===== src/rtl/sys_controller.sv =====
`default_nettype none
// ============================================================================
// Module   : sys_controller
// Purpose  : Tile sequencer for a weight-stationary systolic array.
// Revision : 1.0
// ============================================================================
module sys_controller #(
   parameter int SYS_ROWS = 8,
   parameter int A_ROWS   = 16,
   parameter int OF_LAT   = 16,
   parameter int TILE_W   = 8
) (
   input  logic                      clk,
   input  logic                      rst,
   input  logic                      start,
   input  logic [TILE_W-1:0]         tiles,
   input  logic                      abort,
   input  logic                      w_done,
   input  logic                      if_done,
   output logic                      w_buffer_read,
   output logic                      if_buffer_read,
   output logic                      clr_w,
   output logic                      clr_if,
   output logic                      switch,
   output logic                      of_valid,
   output logic [$clog2(A_ROWS)-1:0] of_row,
   output logic                      busy,
   output logic                      done
);

   localparam int ROW_W = $clog2(A_ROWS);
   localparam logic [ROW_W-1:0] c_row_last = ROW_W'(A_ROWS - 1);

   if (SYS_ROWS < 1 || A_ROWS < 2 || OF_LAT < 1 || OF_LAT > 64) begin : g_param_check
      $error("sys_controller: parameter out of range");
   end

   typedef enum logic [2:0] {
      S_IDLE   = 3'd0,
      S_LOAD_W = 3'd1,
      S_SWITCH = 3'd2,
      S_STREAM = 3'd3,
      S_DRAIN  = 3'd4,
      S_DONE   = 3'd5
   } state_t;

   state_t              r_state;
   state_t              w_next;
   logic [TILE_W-1:0]   r_remaining;
   logic [OF_LAT-1:0]   r_pipe;
   logic [ROW_W-1:0]    r_row;
   logic                w_abort;
   logic                w_accept;
   logic                w_pending;

   assign w_abort  = abort && (r_state != S_IDLE);
   assign w_accept = (r_state == S_IDLE) && start && !abort;
   // Rows still in flight behind the one currently presented on of_valid.
   assign w_pending = |(r_pipe << 1);

   always_ff @(posedge clk or negedge rst) begin
      if (!rst) begin
         r_state <= S_IDLE;
      end else begin
         r_state <= w_next;
      end
   end

   always_comb begin
      w_next         = r_state;
      w_buffer_read  = 1'b0;
      if_buffer_read = 1'b0;
      switch         = 1'b0;
      clr_w          = 1'b1;
      clr_if         = 1'b1;
      busy           = 1'b1;
      done           = 1'b0;
      case (r_state)
         S_IDLE: begin
            busy = 1'b0;
            if (w_accept) begin
               w_next = (tiles != '0) ? S_LOAD_W : S_DONE;
            end
         end
         S_LOAD_W: begin
            w_buffer_read = 1'b1;
            clr_w         = 1'b0;
            if (w_done) begin
               w_next = S_SWITCH;
            end
         end
         S_SWITCH: begin
            switch = 1'b1;
            w_next = S_STREAM;
         end
         S_STREAM: begin
            if_buffer_read = 1'b1;
            clr_if         = 1'b0;
            if (if_done) begin
               w_next = S_DRAIN;
            end
         end
         S_DRAIN: begin
            if (!w_pending) begin
               w_next = (r_remaining != '0) ? S_LOAD_W : S_DONE;
            end
         end
         S_DONE: begin
            done   = 1'b1;
            w_next = S_IDLE;
         end
         default: begin
            w_next = S_IDLE;
         end
      endcase
      if (w_abort) begin
         w_next = S_IDLE;
      end
   end

   always_ff @(posedge clk or negedge rst) begin
      if (!rst) begin
         r_remaining <= '0;
      end else if (w_abort) begin
         r_remaining <= '0;
      end else if (w_accept && (tiles != '0)) begin
         r_remaining <= tiles;
      end else if ((r_state == S_STREAM) && if_done) begin
         r_remaining <= r_remaining - 1'b1;
      end
   end

   // Output-row tracker: read strobes travel OF_LAT stages to become of_valid.
   always_ff @(posedge clk or negedge rst) begin
      if (!rst) begin
         r_pipe <= '0;
         r_row  <= '0;
      end else if (w_abort) begin
         r_pipe <= '0;
         r_row  <= '0;
      end else begin
         r_pipe <= (r_pipe << 1) | OF_LAT'(if_buffer_read);
         if (of_valid) begin
            r_row <= (r_row == c_row_last) ? '0 : r_row + 1'b1;
         end
      end
   end

   assign of_valid = r_pipe[OF_LAT-1];
   assign of_row   = r_row;

endmodule
`default_nettype wire


===== config.mk =====
export PLATFORM = sky130hd
export DESIGN_NAME = sys_controller
export DESIGN_NICKNAME = d
export VERILOG_FILES = /design/src/rtl/sys_controller.sv
export SDC_FILE = /design/constraint.sdc
export NUM_CORES = 1
export LEC_CHECK = 0
export CAP_MARGIN = 20
export CORE_MARGIN = 10
export CORE_UTILIZATION = 31
export CTS_CLUSTER_DIAMETER = 60
export DETAILED_ROUTE_END_ITERATION = 7
export SLEW_MARGIN = 15
export SYNTH_ARGS = -nofsm -noshare
export SYNTH_HDL_FRONTEND = slang
export SYNTH_SLANG_ARGS = --single-unit

===== constraint.sdc =====
create_clock -name clk -period 2.85 [get_ports clk]
set_input_delay 0.4275 -clock clk [delete_from_list [all_inputs] [get_ports clk]]
set_output_delay 0.4275 -clock clk [all_outputs]
set_load 0.01 [all_outputs]

==> flow_metrics.tcl, run 1 <==
set metrics [dict create \
    cts_setup_buffers 0 \
    routed-via-count 1153 \
    hp-start "r_pipe[6]" \
    holdPathStages 1 \
    period_share_pct 82.56 \
    ys.warnings.count 0 \
    synth_compound_area_share_pct 12.79 \
    drv_cap 0 \
    area_growth_pct 26.80 \
    post_cts_resized 0 \
    rr_endpoint "r_remaining[4]" \
    vias_per_cell 4.764 \
    async_flop_share_pct 100.0 \
    cts_sinks 31 \
    p_leak_nw 0.8476 \
    core-area_sq_mm 0.004755 \
    numCtsBuffers 5 \
    min_period_ns 2.353 \
    num-nets-final 191 \
    worstPathRequired_ns 2.42 \
    drive_gt1_share_pct 9.143 \
    crit_fanout 13 \
    synth-edff-count 0 \
    track_usage_pct 8.547 \
    endpoint_kind "output pin" \
    start_util_pct 32.11 \
    synth_top_family_by_area "simple AND/OR/NAND/NOR gates" \
    crit_path_start_kind "flop" \
    hold_slack_ns 0.4825 \
    synth-xor-area-share_pct 4.590 \
    seqPwrFrac_pct 43.9 \
    reg2reg_slack_ns 0.90 \
    cp.arrival_ns 1.93 \
    ios 26 \
    clk_pin_slew_worst_paths_ns 0.07 \
    setup_viol_count_final 0 \
    clk_latency_ns 0.28 \
    fp.dieH_um 90.17 \
    pwr-share-clk_pct 37.9 \
    synth.cell_area_sq_mm 0.001526 \
    pwr-share-comb_pct 18.1 \
    fill_cells 481 \
    root_buffer "clkbuf_8" \
    r2r_start "r_state[1]" \
    relSlewSlack_pct 55.08 \
    holdPathEnd "r_pipe[7]" \
    grt_overflow 0 \
    muxShareOfSynthArea_pct 0.6557 \
    p_int_uw 864.8 \
    switchingPower_uw 311.5 \
    detail_route.wl_per_cell_um 13.82 \
    dieArea_sq_mm 0.008131 \
    ys_ff_latch 31 \
    htreeDepth 2 \
    peakVddDrop_uv 294.5 \
    ant_nets 0 \
    slew_violations 0 \
    antenna_found_initial 0 \
    power_density_mw_per_mm2 607.7 \
    cts_hold_buf 0 \
    synth_seq_area_share_pct 50.82 \
    setup_tns_ns 0 \
    synth_fa_ha_area_share_pct 2.459 \
    ff2ff_path_depth 4 \
    fmax_mhz 425.0 \
    rsz0062_at_grt "false" \
    hold_violations 0 \
    synth-simple-area-share_pct 23.69 \
    ys.flop_type "dfrtp_1" \
    row_count 25 \
    syn-num-nets 167 \
    swShare_pct 26.48 \
    grt_pass1_vias 1215 \
    antenna_cells 0 \
    hold_class "reg2reg" \
    status "finished, final reports clean" \
    drtIter0Drc 50 \
    clock_path_buffers 2 \
    cts_tree "built" \
    synthDistinctLibCells 41 \
    tightest_slew_ns 0.6568 \
    dp_hpwl_um 2477 \
    criticalPathCategory "reg2out" \
    finalClockSkew_ns 0.006829 \
    drc_errors 0 \
    drt-total-wl_um 3345 \
    die_w_um 90.17 \
    synth_cells 150 \
    dr.pass1.iters 4 \
    grt_pass1_wl_um 5816 \
    grt_start_max_net_pins 32 \
    syn_avg_cell_area_sq_um 10.18 \
    port_buffers 25 \
    finalWeightedCongestion 0.7932 \
]
[Yosys cell counts, types with 2 or more instances]
library cell | number | share of area, %
dfrtp_1 | 31 | 51
nand4_1 | 2 | 0.82
ha_1 | 3 | 2.5
nor3_1 | 3 | 0.98
nand2_1 | 8 | 2.0
o21ai_0 | 6 | 2.0
nor2_1 | 10 | 2.5
clkbuf_1 | 6 | 1.5
nor4_1 | 6 | 2.5
a2111oi_0 | 2 | 1.1
buf_6 | 2 | 1.5
nand4b_1 | 3 | 1.7
xor2_1 | 7 | 4.0
inv_1 | 7 | 1.7
o21ai_1 | 2 | 0.66
nand3_1 | 2 | 0.66
nand3b_1 | 3 | 1.5
a21oi_1 | 10 | 3.3
and2_1 | 15 | 6.1
[worst max-delay path by stage]
stage | depth (start not counted) | from | to | slack [ns]
after global placement | 5 | tiles[0] | r_remaining[4] | 0.65
after global routing | 4 | r_state[2] | w_buffer_read | 0.40
after floorplan | 6 | r_state[0] | r_remaining[5] | 1.18
after detailed placement | 5 | tiles[1] | r_remaining[0] | 0.64
after CTS | 4 | r_state[2] | w_buffer_read | 0.48
final | 4 | r_state[2] | w_buffer_read | 0.50
[through the flow]
stage | setup WS, ns | utilization (%) | instance area, sq um | std cells | total power, mW
after global placement | 0.6464 | 38.24 | 1818 | 234 | 0.7326
after CTS | 0.4795 | 40.71 | 1936 | 242 | 1.185
after global routing | 0.3988 | 40.71 | 1936 | 242 | 1.240
after floorplan | 1.184 | - | 1526 | 150 | 0.6603
final | 0.4970 | 40.71 | 1936 | 242 | 1.176
after detailed placement | 0.6391 | 38.24 | 1818 | 234 | 0.7397
[cells by family (layout without fill, tap and decap cells)]
group           count (synthesis)  in the layout
compound gates                 29             29
xor+xnor                        8              8
fa+ha+maj                       3              3
buf+inv                        16             41
flops                          31             31
mux                             1              1
simple gates                   62             62
[routing by layer]
metal | routed length (um) | part of all wire [%] | GRT usage, % | vias to the layer above
met5 | 0 | 0 | 0 | -
met1 | 1597 | 48 | 10.54 | 557
met2 | 1573 | 47 | 13.20 | 23
met4 | 23 | 0.69 | 2.520 | 0
li1 | - | - | - | 569
met3 | 151 | 4.5 | 3.658 | 4
[layout by cell type, fill, tap and decap left out, types with 2 or more instances in the layout]
cell type        Yosys  layout
xor2_1               7       7
dfrtp_1             31      31
o21ai_0              6       6
nand4_1              2       2
ha_1                 3       3
clkbuf_8             0       6
nor3_1               3       3
clkdlybuf4s50_1      0      25
o21ai_1              2       2
nand3_1              2       2
and2_1              15      15
nand3b_1             3       3
inv_1                7       7
nor4_1               6       6
nand2_1              8       8
nor2_1              10      10
a21oi_1             10      10
a2111oi_0            2       2
nand4b_1             3       3
[layout make-up]
class                   count  area, sq um  area share (%)
clock buffers               6        82.58           4.266
clock inverters             2        35.03           1.810
multi-input cells         103        674.4           34.84
inverters                   7        26.28           1.357
repair buffers             26        257.7           13.32
flip-flops and latches     31        775.7           40.08
well taps                  67        83.83           4.331
[power groups by stage]
stage | sequential [mW] | combinational, mW | clock (mW)
finish | 0.517 | 0.213 | 0.446
global route | 0.523 | 0.238 | 0.478
CTS | 0.516 | 0.216 | 0.453
detailed placement | 0.525 | 0.215 | 0
global placement | 0.522 | 0.210 | 0
floorplan | 0.511 | 0.149 | 0
[flip-flops by register name, indices dropped and copies added (netlist names)]
name and cells:
r_pipe 16, r_remaining 8, of_row 4, r_state 3
[worst max-delay path, stage by stage, from the launching register on]
cell,delay (ns)
dfrtp_1,0.50
or2b_1,0.28
or2_2,0.28
inv_1,0.06
clkdlybuf4s50_1,0.53
Power figures use the tool's default switching activity.
==> run 2, diff against run 1 <==
clock period = 2.1 ns   (was 2.85 ns; I/O delays follow)
==> run 2 against run 1 <==
Sequential cell count unchanged. Hold slack worse by 0.043 ns. Clock-buffer cell count unchanged. Clock power down 6.5%. First-iteration DRC count fell by 6.0%. Combinational power increased by 46%. Wire length rose by 3.0%. Utilization is 0.34 points higher. Sequential power up 34%. Design area increased by 0.84%.
==> flow_metrics.tcl, run 2 (synthesized netlist as in run 1, its figures left out) <==
set metrics [dict create \
    grt_overflow 0 \
    antenna_found_initial 0 \
    crit_path_start_kind "flop" \
    rsz0062_at_grt "false" \
    final_common_cell "dfrtp_1" \
    min_period_ns 2.021 \
    cts_hold_buf 0 \
    num-nets-final 199 \
    setup_viol_count_final 0 \
    fill_cells 481 \
    root_buffer "clkbuf_8" \
    core-area_sq_mm 0.004755 \
    antenna_cells 0 \
    status "finished, final reports clean" \
    power_mw 1.421 \
    hold_violations 0 \
    start_util_pct 32.11 \
    detail_route.wl_per_cell_um 13.89 \
    htreeDepth 2 \
    drt-total-wl_um 3444 \
    grt_pass1_wl_um 5858 \
    slew_violations 0 \
    drive_gt1_share_pct 11.60 \
    mostFrequentLayoutCells "31 x dfrtp_1, 23 x clkdlybuf4s50_1, 15 x and2_1, 10 x nor2_1, 10 x a21oi_1" \
    seqCellArea_sq_um 775.7 \
    largest_register_ffs 16 \
    period_share_pct 96.26 \
    worstPathRequired_ns 1.78 \
    fin_ws_ns 0.07854 \
    die_w_um 90.17 \
    fin_area_sq_mm 0.001952 \
    crit_slowest_cell "clkdlybuf4s50_1" \
    cts_tree "built" \
    finalClockSkew_ns 0.003770 \
    numCtsBuffers 5 \
    p_leak_nw 0.8835 \
    placed_area_sq_mm 0.001856 \
    cts_sinks 31 \
    dp.cells 239 \
    dr.pass1.iters 4 \
    drv_cap 0 \
    setup_tns_ns 0 \
    drtIter0Drc 47 \
    criticalPathCategory "reg2out" \
    relSlewSlack_pct 56.20 \
    port_buffers 25 \
    endpoint_kind "output pin" \
    clock_path_buffers 2 \
    finalNonFillerCells 248 \
    top_register "r_pipe" \
    fmax_mhz 494.7 \
    finalWeightedCongestion 0.7437 \
    crit_fanout 5 \
    row_count 25 \
    critPathBufInv 1 \
    pre_cts_ws_ns 0.1726 \
    dieArea_sq_mm 0.008131 \
    peakVddDrop_uv 363.3 \
    power_density_mw_per_mm2 728.2 \
    hold_slack_ns 0.4396 \
    routed-via-count 1170 \
    worstPathCellList "or2b_1 > or2_2 > clkdlybuf4s50_1" \
    cp.arrival_ns 1.71 \
    ant_nets 0 \
    area_growth_pct 27.87 \
    vias_per_cell 4.718 \
    dp_hpwl_um 2586 \
    grt_pass1_vias 1192 \
    multiInputGateArea_sq_um 674.4 \
    fin_util_pct 41.05 \
    drc_errors 0 \
    fp.dieH_um 90.17 \
    tightest_slew_ns 0.6405 \
    clk_pin_slew_worst_paths_ns 0.06 \
    grt_start_max_net_pins 32 \
    track_usage_pct 8.833 \
    ios 26 \
    cp_top_family "simple AND/OR/NAND/NOR gates" \
    hold_class "in2async" \
    cpPeakStageDelay_ns 0.48 \
    clk_latency_ns 0.28 \
]
==> run 2: changes by cell type in the layout (fill, tap and decap cells not counted) <==
| cell | delta |
|---|---|
| clkinv_2 | -1 |
| clkbuf_8 | -1 |
| buf_4 | +8 |
| dlymetal6s2s_1 | +1 |
| clkdlybuf4s50_1 | -2 |
| bufinv_16 | -1 |
| dlygate4sd2_1 | +1 |
| clkbuf_1 | +1 |
==> run 2: worst paths after layout <==
| check | slack (ns) | from | to | cells past startpoint |
|---|---|---|---|---|
| min in group clk | 0.49 | r_pipe[11] | r_pipe[12] | 1 |
| max | 0.08 | r_state[2] | clr_w | 3 |
| min | 0.44 | rst | of_row[2] | 2 |
| max in group asynchronous | 1.37 | rst | r_pipe[4] | 2 |
| min reg2reg | 0.49 | r_pipe[11] | r_pipe[12] | 1 |
| max reg2reg | 0.30 | r_state[0] | r_remaining[1] | 6 |
==> run 2: area by class of cell <==
cell class	count	area share [%]
Multi-Input combinational cell	103	34.55
Inverter	7	1.346
Clock buffer	6	3.718
Tap cell	67	4.295
Sequential cell	31	39.74
Timing Repair Buffer	34	16.35
==> run 2: what timing repair did <==
action / 4_1_cts / 5_1_grt
endpoints found under the setup margin: 1 / 1
setup buffers: 1 / 2
gates resized for setup: 1 / 1
pin swaps: 0 / 0
==> run 2: where the power goes <==
| part | internal [mW] | switching [mW] |
|---|---|---|
| Combinational | 0.152 | 0.158 |
| Clock | 0.220 | 0.197 |
| Sequential | 0.649 | 0.0442 |
| Total | 1.02 | 0.400 |
==> run 2: metal layers <==
| metal | GRT usage, % | up-vias | part of all wire (%) |
|---|---|---|---|
| met5 | 0 | - | 0 |
| met4 | 4.244 | 0 | 1.7 |
| met3 | 3.159 | 7 | 4.6 |
| met2 | 13.20 | 19 | 46 |
| met1 | 11.01 | 560 | 47 |
| li1 | - | 584 | - |
==> run 2: worst reg2reg max path, stage by stage, from the launching register on <==
cell and delay, ns:
dfrtp_1 0.38, buf_4 0.15, or3_4 0.39, a2111o_1 0.29
buf_4 0.19, or2_0 0.22, a21oi_2 0.11
